### config.mk
export PLATFORM = sky130hd
export DESIGN_NAME = multicycle_controller_flat
export DESIGN_NICKNAME = d
export VERILOG_FILES = /design/src/rtl/cpu_pkg.sv /design/src/rtl/multicycle_controller_if.sv /design/src/rtl/instr_decoder.sv /design/src/rtl/multicycle_controller.sv /design/src/flat_wrapper.sv
export SDC_FILE = /design/constraint.sdc
export NUM_CORES = 1
export LEC_CHECK = 0
export CAP_MARGIN = 15
export CORE_MARGIN = 8
export CORE_UTILIZATION = 40
export DETAILED_ROUTE_END_ITERATION = 8
export PLACE_DENSITY = 0.8
export SYNTH_ARGS = -nofsm -noshare
export SYNTH_HDL_FRONTEND = slang
export SYNTH_HIERARCHICAL = 1
export SYNTH_SLANG_ARGS = --single-unit
### constraint.sdc
create_clock -name clk -period 3.1 [get_ports clk]
set_clock_uncertainty 0.15 [all_clocks]
set_input_delay 0.62 -clock clk [delete_from_list [all_inputs] [get_ports clk]]
set_output_delay 0.62 -clock clk [all_outputs]
set_load 0.005 [all_outputs]
### src/rtl/cpu_pkg.sv
// Shared types and encodings for the multi-cycle RV32I controller and its datapath.
package cpu_pkg;

    typedef enum logic [2:0] {
        ALU_ADD = 3'd0,
        ALU_SUB = 3'd1,
        ALU_SLL = 3'd2,
        ALU_SLT = 3'd3,
        ALU_XOR = 3'd4,
        ALU_SRL = 3'd5,
        ALU_OR  = 3'd6,
        ALU_AND = 3'd7
    } alu_op_t;

    localparam logic [6:0] OP_RALU  = 7'b0110011;
    localparam logic [6:0] OP_IALU  = 7'b0010011;
    localparam logic [6:0] OP_LOAD  = 7'b0000011;
    localparam logic [6:0] OP_STORE = 7'b0100011;
    localparam logic [2:0] F3_WORD  = 3'b010;

    typedef enum logic [2:0] {
        S_FETCH     = 3'd0,
        S_DECODE    = 3'd1,
        S_EXECUTE   = 3'd2,
        S_MEM       = 3'd3,
        S_WRITEBACK = 3'd4,
        S_TRAP      = 3'd5
    } ctrl_state_t;

    typedef enum logic [1:0] {
        TRAP_NONE    = 2'd0,
        TRAP_ILLEGAL = 2'd1,
        TRAP_TIMEOUT = 2'd2
    } trap_cause_t;

    typedef enum logic [1:0] {
        CLS_RALU  = 2'd0,
        CLS_IALU  = 2'd1,
        CLS_LOAD  = 2'd2,
        CLS_STORE = 2'd3
    } instr_class_t;

    // funct3 3'b011 has no ALU meaning here; callers flag it as illegal.
    function automatic alu_op_t f3_to_alu_op(input logic [2:0] funct3);
        case (funct3)
            3'b001:  return ALU_SLL;
            3'b010:  return ALU_SLT;
            3'b100:  return ALU_XOR;
            3'b101:  return ALU_SRL;
            3'b110:  return ALU_OR;
            3'b111:  return ALU_AND;
            default: return ALU_ADD;
        endcase
    endfunction

endpackage

### src/rtl/multicycle_controller_if.sv
// Single shared memory port used for both instruction fetch and load/store traffic.
interface multicycle_controller_if;
    logic mem_req;
    logic mem_we;
    logic mem_ready;

    modport master (output mem_req, output mem_we, input mem_ready);
    modport slave  (input mem_req, input mem_we, output mem_ready);
endinterface

### src/rtl/instr_decoder.sv
// Combinational classifier for the supported RV32I subset: R-ALU, I-ALU, LW and SW.
module instr_decoder
    import cpu_pkg::*;
(
    input  logic [31:0]  instr,
    output instr_class_t instr_class,
    output alu_op_t      alu_op,
    output logic         illegal
);

    logic [6:0] opcode;
    logic [2:0] funct3;
    logic [6:0] funct7;
    logic       unused_fields;

    assign opcode        = instr[6:0];
    assign funct3        = instr[14:12];
    assign funct7        = instr[31:25];
    assign unused_fields = ^{instr[24:15], instr[11:7]};

    always_comb begin
        instr_class = CLS_RALU;
        alu_op      = f3_to_alu_op(funct3);
        illegal     = 1'b0;
        case (opcode)
            OP_RALU: begin
                instr_class = CLS_RALU;
                if (funct3 == 3'b011) begin
                    illegal = 1'b1;
                end else if (funct7 == 7'b0100000 && funct3 == 3'b000) begin
                    alu_op = ALU_SUB;
                end else if (funct7 != 7'b0000000) begin
                    illegal = 1'b1;
                end
            end
            OP_IALU: begin
                instr_class = CLS_IALU;
                // Shift-immediates only accept a zero upper field; SRAI is not supported.
                if (funct3 == 3'b011) begin
                    illegal = 1'b1;
                end else if ((funct3 == 3'b001 || funct3 == 3'b101) && funct7 != 7'b0000000) begin
                    illegal = 1'b1;
                end
            end
            OP_LOAD: begin
                instr_class = CLS_LOAD;
                alu_op      = ALU_ADD;
                illegal     = (funct3 != F3_WORD);
            end
            OP_STORE: begin
                instr_class = CLS_STORE;
                alu_op      = ALU_ADD;
                illegal     = (funct3 != F3_WORD);
            end
            default: begin
                illegal = 1'b1;
            end
        endcase
    end

endmodule

### src/rtl/multicycle_controller.sv
// Multi-cycle RV32I control FSM: sequences fetch/decode/execute/mem/writeback over one memory port
// and halts on illegal instructions or memory timeouts.
module multicycle_controller
    import cpu_pkg::*;
#(
    parameter int TIMEOUT_CYCLES = 16,
    parameter int COUNT_W        = 32
)
(
    input  logic                         clk,
    input  logic                         reset,
    input  logic [31:0]                  instr,
    multicycle_controller_if.master      bus,
    output logic                         ir_write,
    output logic                         pc_write,
    output logic                         reg_write,
    output alu_op_t                      alu_op,
    output logic                         alu_src_imm,
    output logic                         wb_sel_mem,
    output logic                         halted,
    output trap_cause_t                  trap_cause,
    output logic [COUNT_W-1:0]           retired_count
);

    localparam logic [7:0] WAIT_LAST = 8'(TIMEOUT_CYCLES - 1);

    ctrl_state_t          state;
    trap_cause_t          trap_cause_q;
    logic [COUNT_W-1:0]   retired_q;
    logic [7:0]           wait_cnt;
    instr_class_t         cls_q;
    alu_op_t              op_q;

    instr_class_t         dec_class;
    alu_op_t              dec_op;
    logic                 dec_illegal;

    instr_decoder u_decoder (
        .instr       (instr),
        .instr_class (dec_class),
        .alu_op      (dec_op),
        .illegal     (dec_illegal)
    );

    // wait_cnt defaults to zero so every state change clears it; only a stalled request counts up.
    always_ff @(posedge clk) begin
        if (reset) begin
            state        <= S_FETCH;
            trap_cause_q <= TRAP_NONE;
            retired_q    <= '0;
            wait_cnt     <= '0;
        end else begin
            wait_cnt <= '0;
            case (state)
                S_FETCH: begin
                    if (bus.mem_ready) begin
                        state <= S_DECODE;
                    end else if (wait_cnt == WAIT_LAST) begin
                        state        <= S_TRAP;
                        trap_cause_q <= TRAP_TIMEOUT;
                    end else begin
                        wait_cnt <= wait_cnt + 8'd1;
                    end
                end
                S_DECODE: begin
                    cls_q <= dec_class;
                    op_q  <= dec_op;
                    if (dec_illegal) begin
                        state        <= S_TRAP;
                        trap_cause_q <= TRAP_ILLEGAL;
                    end else begin
                        state <= S_EXECUTE;
                    end
                end
                S_EXECUTE: begin
                    state <= (cls_q == CLS_LOAD || cls_q == CLS_STORE) ? S_MEM : S_WRITEBACK;
                end
                S_MEM: begin
                    if (bus.mem_ready) begin
                        if (cls_q == CLS_STORE) begin
                            retired_q <= retired_q + COUNT_W'(1);
                            state     <= S_FETCH;
                        end else begin
                            state <= S_WRITEBACK;
                        end
                    end else if (wait_cnt == WAIT_LAST) begin
                        state        <= S_TRAP;
                        trap_cause_q <= TRAP_TIMEOUT;
                    end else begin
                        wait_cnt <= wait_cnt + 8'd1;
                    end
                end
                S_WRITEBACK: begin
                    retired_q <= retired_q + COUNT_W'(1);
                    state     <= S_FETCH;
                end
                S_TRAP: begin
                    state <= S_TRAP;
                end
                default: begin
                    state <= S_FETCH;
                end
            endcase
        end
    end

    // Strobes are gated by reset so nothing leaks out while the FSM is being re-initialised.
    always_comb begin
        bus.mem_req = 1'b0;
        bus.mem_we  = 1'b0;
        ir_write    = 1'b0;
        pc_write    = 1'b0;
        reg_write   = 1'b0;
        alu_op      = ALU_ADD;
        alu_src_imm = 1'b0;
        wb_sel_mem  = 1'b0;
        case (state)
            S_FETCH: begin
                bus.mem_req = ~reset;
                ir_write    = ~reset & bus.mem_ready;
            end
            S_EXECUTE: begin
                alu_op      = op_q;
                alu_src_imm = (cls_q != CLS_RALU);
            end
            S_MEM: begin
                alu_op      = op_q;
                alu_src_imm = 1'b1;
                bus.mem_req = ~reset;
                bus.mem_we  = ~reset & (cls_q == CLS_STORE);
                pc_write    = ~reset & bus.mem_ready & (cls_q == CLS_STORE);
            end
            S_WRITEBACK: begin
                alu_op      = op_q;
                alu_src_imm = (cls_q != CLS_RALU);
                wb_sel_mem  = (cls_q == CLS_LOAD);
                reg_write   = ~reset;
                pc_write    = ~reset;
            end
            default: begin
            end
        endcase
    end

    assign halted        = (state == S_TRAP);
    assign trap_cause    = trap_cause_q;
    assign retired_count = retired_q;

endmodule

### src/flat_wrapper.sv
// flat-port wrapper written by rule: the top's interface ports become plain ports
module multicycle_controller_flat import cpu_pkg::*;
#(
    parameter int TIMEOUT_CYCLES = 16,
    parameter int COUNT_W        = 32
)
  (clk, reset, instr, ir_write, pc_write, reg_write, alu_op, alu_src_imm, wb_sel_mem, halted, trap_cause, retired_count, bus_mem_req, bus_mem_we, bus_mem_ready);
  multicycle_controller_if bus_i ();
  input  logic clk;
  input  logic reset;
  input  logic [31:0] instr;
  output logic ir_write;
  output logic pc_write;
  output logic reg_write;
  output alu_op_t alu_op;
  output logic alu_src_imm;
  output logic wb_sel_mem;
  output logic halted;
  output trap_cause_t trap_cause;
  output logic [COUNT_W-1:0] retired_count;
  output wire logic [$bits(bus_i.mem_req)-1:0] bus_mem_req;
  output wire logic [$bits(bus_i.mem_we)-1:0] bus_mem_we;
  input wire logic [$bits(bus_i.mem_ready)-1:0] bus_mem_ready;
  assign bus_mem_req = bus_i.mem_req;
  assign bus_mem_we = bus_i.mem_we;
  assign bus_i.mem_ready = bus_mem_ready;
  multicycle_controller #(.TIMEOUT_CYCLES(TIMEOUT_CYCLES), .COUNT_W(COUNT_W)) u_core (.clk(clk), .reset(reset), .instr(instr), .bus(bus_i), .ir_write(ir_write), .pc_write(pc_write), .reg_write(reg_write), .alu_op(alu_op), .alu_src_imm(alu_src_imm), .wb_sel_mem(wb_sel_mem), .halted(halted), .trap_cause(trap_cause), .retired_count(retired_count));
endmodule
Word-level counts from Yosys, hierarchy flattened:

Index checks and enable logic that the tools add are counted.

* register bits: 50
* latch bits: 0
* RAM bits: 0
* memory bits (read-only): 0
* bits of input ports: 35
* output and inout port bits: 45
* logic and storage cells: 90
* memories kept: 0

* add/sub/neg operators: 2
* multipliers: 0
* divide/modulo/power cells: 0
* $lt $le $gt $ge: 0
* equal/unequal tests: 26
* shifts and indexed selects: 0
* multiplexer cells: 33
* bitwise operators: 5
* reduce and logical (&&, ||, !) cells: 18

Operators by type and width (count)
* 32-bit 2-to-1 mux: 2
* 32-bit one-hot mux with 2 select lines: 1
* 32-bit by 1-bit adder with 32-bit output (second input constant): 1
* 3-bit 2-to-1 mux: 9
* 7-bit by 6-bit == test with 1-bit output (second input constant): 3
* 3-bit == test (second input constant): 6
* 3-bit one-hot mux with 6 select lines: 1
* 3-bit one-hot mux with 5 select lines: 1
* 3-bit by 2-bit == test with 1-bit output (second input constant): 4
* 1-bit 2-to-1 mux: 10
* 8-bit by 1-bit adder with 8-bit output (second input constant): 1
* 8-bit by 4-bit == test with 1-bit output (second input constant): 1
* 7-bit by 2-bit == test with 1-bit output (second input constant): 1
* 7-bit by 5-bit == test with 1-bit output (second input constant): 1
* 7-bit nonzero test: 1
* 3-bit by 1-bit == test with 1-bit output (second input constant): 2
* 3-bit logical NOT: 2
* 2-bit 2-to-1 mux: 3
* 2-bit by 1-bit != test with 1-bit output (second input constant): 3
* 2-bit one-hot mux with 3 select lines: 1
* 3-bit one-hot mux with 2 select lines: 1
* 2-bit nonzero test: 3
* 2-bit OR reduction: 3
* 2-bit == test (second input constant): 2
* 14 further kinds: 21

Logic depth before layout (Yosys ltp):

* depth in word-level cells: 8
* depth in mapped cells: 8
* gate-level depth less buffers: 7

Hierarchy:

The synthesis kept the hierarchy.

By module, submodules not included
* multicycle_controller: instances 1, cells each 274, area an instance 2378.5 um^2, sequential area each 1051.0 um^2
* instr_decoder: instances 1, cells each 27, area an instance 178.9 um^2, sequential area each 0.0 um^2

Least setup slack after synthesis:

OpenSTA, ideal clock, no wires.

* path type: register to register
* from: reg u_core.retired_q[0], in the netlist u_core/retired_count[0]
* to: reg u_core.retired_q[28], in the netlist u_core/retired_count[28]
* library setup time: 0.121 ns
* arrival: 2.383 ns
* data required time: 2.829 ns
* slack: 0.445 ns
* cell stages (with the launch flop): 9
* buffers on the path: 2
* clock period less this slack: 2.655 ns
* path through: dfxtp_1 > ha_1 > nand3_2 > or2_2 > clkbuf_2 > or3_1 > buf_2 > or4_4 > mux2_4

* word-level cells in the longest chain between the ends: 4

Ends and longest elaborated chain
* start: declaration: RTL line multicycle_controller.sv:29 `logic [COUNT_W-1:0] retired_q;`
* start signal: assignment: RTL line multicycle_controller.sv:81 `retired_q <= retired_q + COUNT_W'(1);`
* start signal: assignment: RTL line multicycle_controller.sv:94 `retired_q <= retired_q + COUNT_W'(1);`
* 32-bit by 1-bit adder with 32-bit output *: RTL line multicycle_controller.sv:81, multicycle_controller.sv:94
* 32-bit 2-to-1 mux: RTL line multicycle_controller.sv:80 `if (cls_q == CLS_STORE) begin`
* 32-bit 2-to-1 mux: RTL line multicycle_controller.sv:79 `if (bus.mem_ready) begin`
* 32-bit one-hot mux with 2 select lines *: RTL line multicycle_controller.sv:54 `case (state)`

Every way passes the cells marked *; elsewhere a longest branch is shown, timed or not. The select of a mux whose other input is x is not followed.
A chain may end at the register's enable or synchronous reset.

Worst setup path in the final report:

* from: in bus_mem_ready
* to: out pc_write

* word-level cells in the longest chain between the ends: 3

Ends and longest elaborated chain
* start: declaration: RTL line flat_wrapper.sv:23 `input wire logic [$bits(bus_i.mem_ready)-1:0] bus_mem_ready;`
* 1-bit AND (2 in series): RTL line multicycle_controller.sv:131 `pc_write = ~reset & bus.mem_ready & (cls_q == CLS_STORE);`
* 1-bit one-hot mux with 2 select lines: RTL line multicycle_controller.sv:117 `case (state)`
* end: declaration: RTL line flat_wrapper.sv:13 `output logic pc_write;`

No other way between the ends.

==> metrics.md <==
| Metric | Value |
|---|---|
| Status | `completed` |
| Num ports | `80` |
| DP Cell Count | `437` |
| R2r worst-path depth | `6` |
| Synth top cells by count | `nor2_1, dfxtp_1, nand2_1, xnor2_1, nand3_1` |
| CP Capture Point | `pc_write` |
| First-pass iteration count of the detailed router | `4` |
| Clk buf depth | `2` |
| Sequential fraction of design power | `56.8%` |
| Sw power | `0.000293 W` |
| Syn Nets | `338` |
| Cts hold-fix bufs | `0` |
| Pwr dens | `348 nW/um^2` |
| First-pass GRT wire length | `10700 um` |
| Hold WS | `0.316 ns` |
| Critical Path Start Type | `input pin` |
| Multi-input logic area | `1430 sq um` |
| # port buffers | `64` |
| Power, Total | `0.00118 W` |
| Mux contribution to synthesized area | `1.03%` |
| Final Wtd Congestion | `0.891` |
| Post-detail-place hpwl | `4850 um` |
| Leakage | `1.12 nW` |
| CP peak stage delay | `0.53 ns` |
| Comb pwr share | `10.0%` |
| CP cell instances | `clkdlybuf4s50_1, nand4_1, o21a_4, nor2_1, clkdlybuf4s50_1` |
| Initial antenna violation count | `0` |
| Avg WL per Cell | `14.5 um` |
| CTS root buf | `clkbuf_8` |
| CP endpoint kind | `output port` |
| Vias/cell | `5.31` |
| Finished Layout Cells | `445` |
| H-tree depth | `2` |
| Starting Density | `40.7%` |
| Clk sinks | `50` |
| WL final | `6430 um` |
| Simple-Gate Fraction of Synth Area | `35.0%` |
| Setup crit start | `bus_mem_ready` |
| #FFs+latches synth | `50` |
| Synth unique cells | `49` |
| Total grt overflow | `0` |
| Fraction of the mapped netlist area in adder cells | `0.978%` |
| Worst-Skew Late Latency | `0.30 ns` |
| XOR/XNOR Fraction of Synth Area | `11.3%` |
| Clock slew seen by the registers of the worst setup and hold paths | `0.09 ns` |
| Clock Power Share | `33.2%` |
| Flop-to-flop setup slack | `0.47 ns` |
| Worst min-delay path class | `reg -> reg` |
| Area growth syn-to-layout | `32.4%` |
| Max_cap viols | `0` |
| R2R Path End | `u_core/retired_count[28]$_SDFFE_PP0P_` |
| Die area | `9210 sq um` |
| Overall global routing resource usage | `14.3%` |
| Largest family of logic cells by synthesized area | `simple AND/OR/NAND/NOR gates` |
| Post-synth top area share | `35.2%` |
| RSZ-0062 raised after global routing | `no` |
| TritonCTS clock tree | `yes` |
| Crit-path max FO | `3` |
| Fin crit period | `2.89 ns` |
| Synthesized instance count | `301` |
| Internal power | `0.000886 W` |
| Total negative setup slack | `0 ns` |
| Die X | `96.0 um` |
| Seq/Total Area, Yosys | `41.1%` |
| Endpoints failing setup | `0` |
| Synth warn | `6` |
| Design area | `3390 sq um` |
| Top-count cell post-synth | `nor2_1` |
| Standard-cell rows | `29` |
| DRC Markers | `0` |
| Sw Share | `24.9%` |
| Worst Tran Pin Value | `0.411 ns` |
| Most used cell, CP | `clkdlybuf4s50_1` |
| Ys async rst share | `0%` |
| Layout Nets | `404` |
| Number of global-route vias before repair | `2316` |
| Die height | `96.0 um` |
| Max-slew violations | `0` |
| TritonCTS Buffers | `5` |
| R2r startpoint | `u_core/retired_count[0]$_SDFFE_PP0P_` |
| Final Hold Viols | `0` |
| Post-cts resize count | `0` |
| Setup Buffers After CTS | `0` |
| Placed Area | `3290 sq um` |
| Synth Cell Area | `2560 sq um` |
| Compound-Gate Fraction of Synth Area | `7.63%` |
| Initial DRC Count | `170` |
| Core area | `6280 sq um` |
| Crit Path Class | `in -> out` |
| Layout cells sized above 1 | `7.61%` |
| Final Cycle Share | `93.4%` |
| Slew headroom | `72.3%` |
| DR vias | `2365` |
| Fillers | `598` |
| Largest net degree at the start of global routing | `39` |
| Ant diodes | `0` |
| CP required | `2.33 ns` |
| Worst VDD drop | `0.000220 V` |
| Register area | `1050 sq um` |
| Worst EP arrival | `2.12 ns` |
| Crit-path slowest cell | `clkdlybuf4s50_1` |
| Ranking of synthesized cells by area | `dfxtp_1, xnor2_1, nor2_1` |
| Area leader, netlist | `dfxtp_1` |
| Synth Flop Type | `dfxtp_1` |
| Number of synthesized flops with an enable pin | `5` |
| Antenna Violating Nets Remaining | `0` |
| Mean area per synthesized cell | `8.50 sq um` |
| Max Clk Rate | `346 MHz` |
[per-stage QoR]
| stage | setup slack, ns | utilization, % |
|---|---|---|
| final | 0.206 | 54.0 |
| after global routing | 0.146 | 54.0 |
| after CTS | 0.197 | 54.0 |
| after detailed placement | 0.131 | 52.5 |
| after global placement | 0.156 | 52.5 |
| after floorplan | 0.445 | - |
[final cells by class]
cell class | instances | share of cell area, %
multi-input cells | 234 | 42.3
repair buffers | 72 | 20.7
clock buffers | 5 | 2.03
well taps | 77 | 2.84
clock inverters | 3 | 0.702
flip-flops and latches | 50 | 31.0
inverters | 4 | 0.443
[cell families (layout without fill, tap and decap cells)]
family / Yosys count / after routing
adders and majority gates: 2 / 2
and+or+nand+nor: 165 / 165
muxes: 2 / 2
xor gates and xnor gates: 33 / 33
AOI/OAI and AO/OA: 32 / 32
buffers and inverters: 17 / 84
DFF: 50 / 50
[power groups by stage]
stage | registers, W | clock network (W) | logic [W]
4_1_cts | 0.000670 | 0.000403 | 0.000119
2_1_floorplan | 0.000681 | 0 | 0.0000601
3_3_place_gp | 0.000684 | 0 | 0.000117
3_5_place_dp | 0.000684 | 0 | 0.000119
6_report | 0.000669 | 0.000391 | 0.000118
5_1_grt | 0.000671 | 0.000430 | 0.000130
[how the worst min path moves through the flow]
| stage | to | cells after the start | slack (ns) | from |
|---|---|---|---|---|
| CTS | u_core/trap_cause[0]$_SDFFE_PP0P_ | 2 | 0.32 | u_core/trap_cause[0]$_SDFFE_PP0P_ |
| global route | u_core/trap_cause[1]$_SDFFE_PP0P_ | 2 | 0.34 | u_core/trap_cause[1]$_SDFFE_PP0P_ |
| detailed placement | u_core/trap_cause[0]$_SDFFE_PP0P_ | 2 | 0.30 | u_core/trap_cause[0]$_SDFFE_PP0P_ |
| finish | u_core/trap_cause[0]$_SDFFE_PP0P_ | 2 | 0.32 | u_core/trap_cause[0]$_SDFFE_PP0P_ |
| floorplan | u_core/wait_cnt[0]$_SDFF_PP0_ | 1 | 0.27 | u_core/wait_cnt[0]$_SDFF_PP0_ |
| global placement | u_core/wait_cnt[0]$_SDFF_PP0_ | 1 | 0.28 | u_core/wait_cnt[0]$_SDFF_PP0_ |
[metal layers]
layer  GRT usage (%)  up-vias  share of wire (%)
met1            17.7     1088                 45
met5               0        -                  0
met4            5.89        0                1.7
li1                -     1198                  -
met2            22.1       71                 45
met3            4.99        8                7.5
[state kept, by name, indices dropped and copies added (netlist names)]
register              cells
u_core/retired_count     32
u_core/cls_q              2
u_core/trap_cause         2
u_core/wait_cnt           8
u_core/op_q               3
u_core/state              3
[cell usage in the layout, fill, tap and decap left out, types with 4 or more instances in the layout]
master / instances
a21oi_1: 9
and2_1: 4
and3_1: 7
and4_1: 5
buf_4: 8
clkbuf_8: 5
clkdlybuf4s50_1: 64
dfxtp_1: 45
edfxtp_1: 5
inv_1: 4
nand2_1: 23
nand3_1: 12
nand4_1: 10
nor2_1: 48
nor2b_1: 9
nor3_1: 11
nor4_1: 11
o21ai_0: 10
or3_1: 5
xnor2_1: 23
xor2_1: 10
[critical path, delay by kind of cell]
family / cells / cell delay, ns
buffers and inverters: 2 / 1.01
AOI/OAI and AO/OA: 1 / 0.25
and+or+nand+nor: 2 / 0.24
Note: power is estimated with default switching activity, not from simulation.
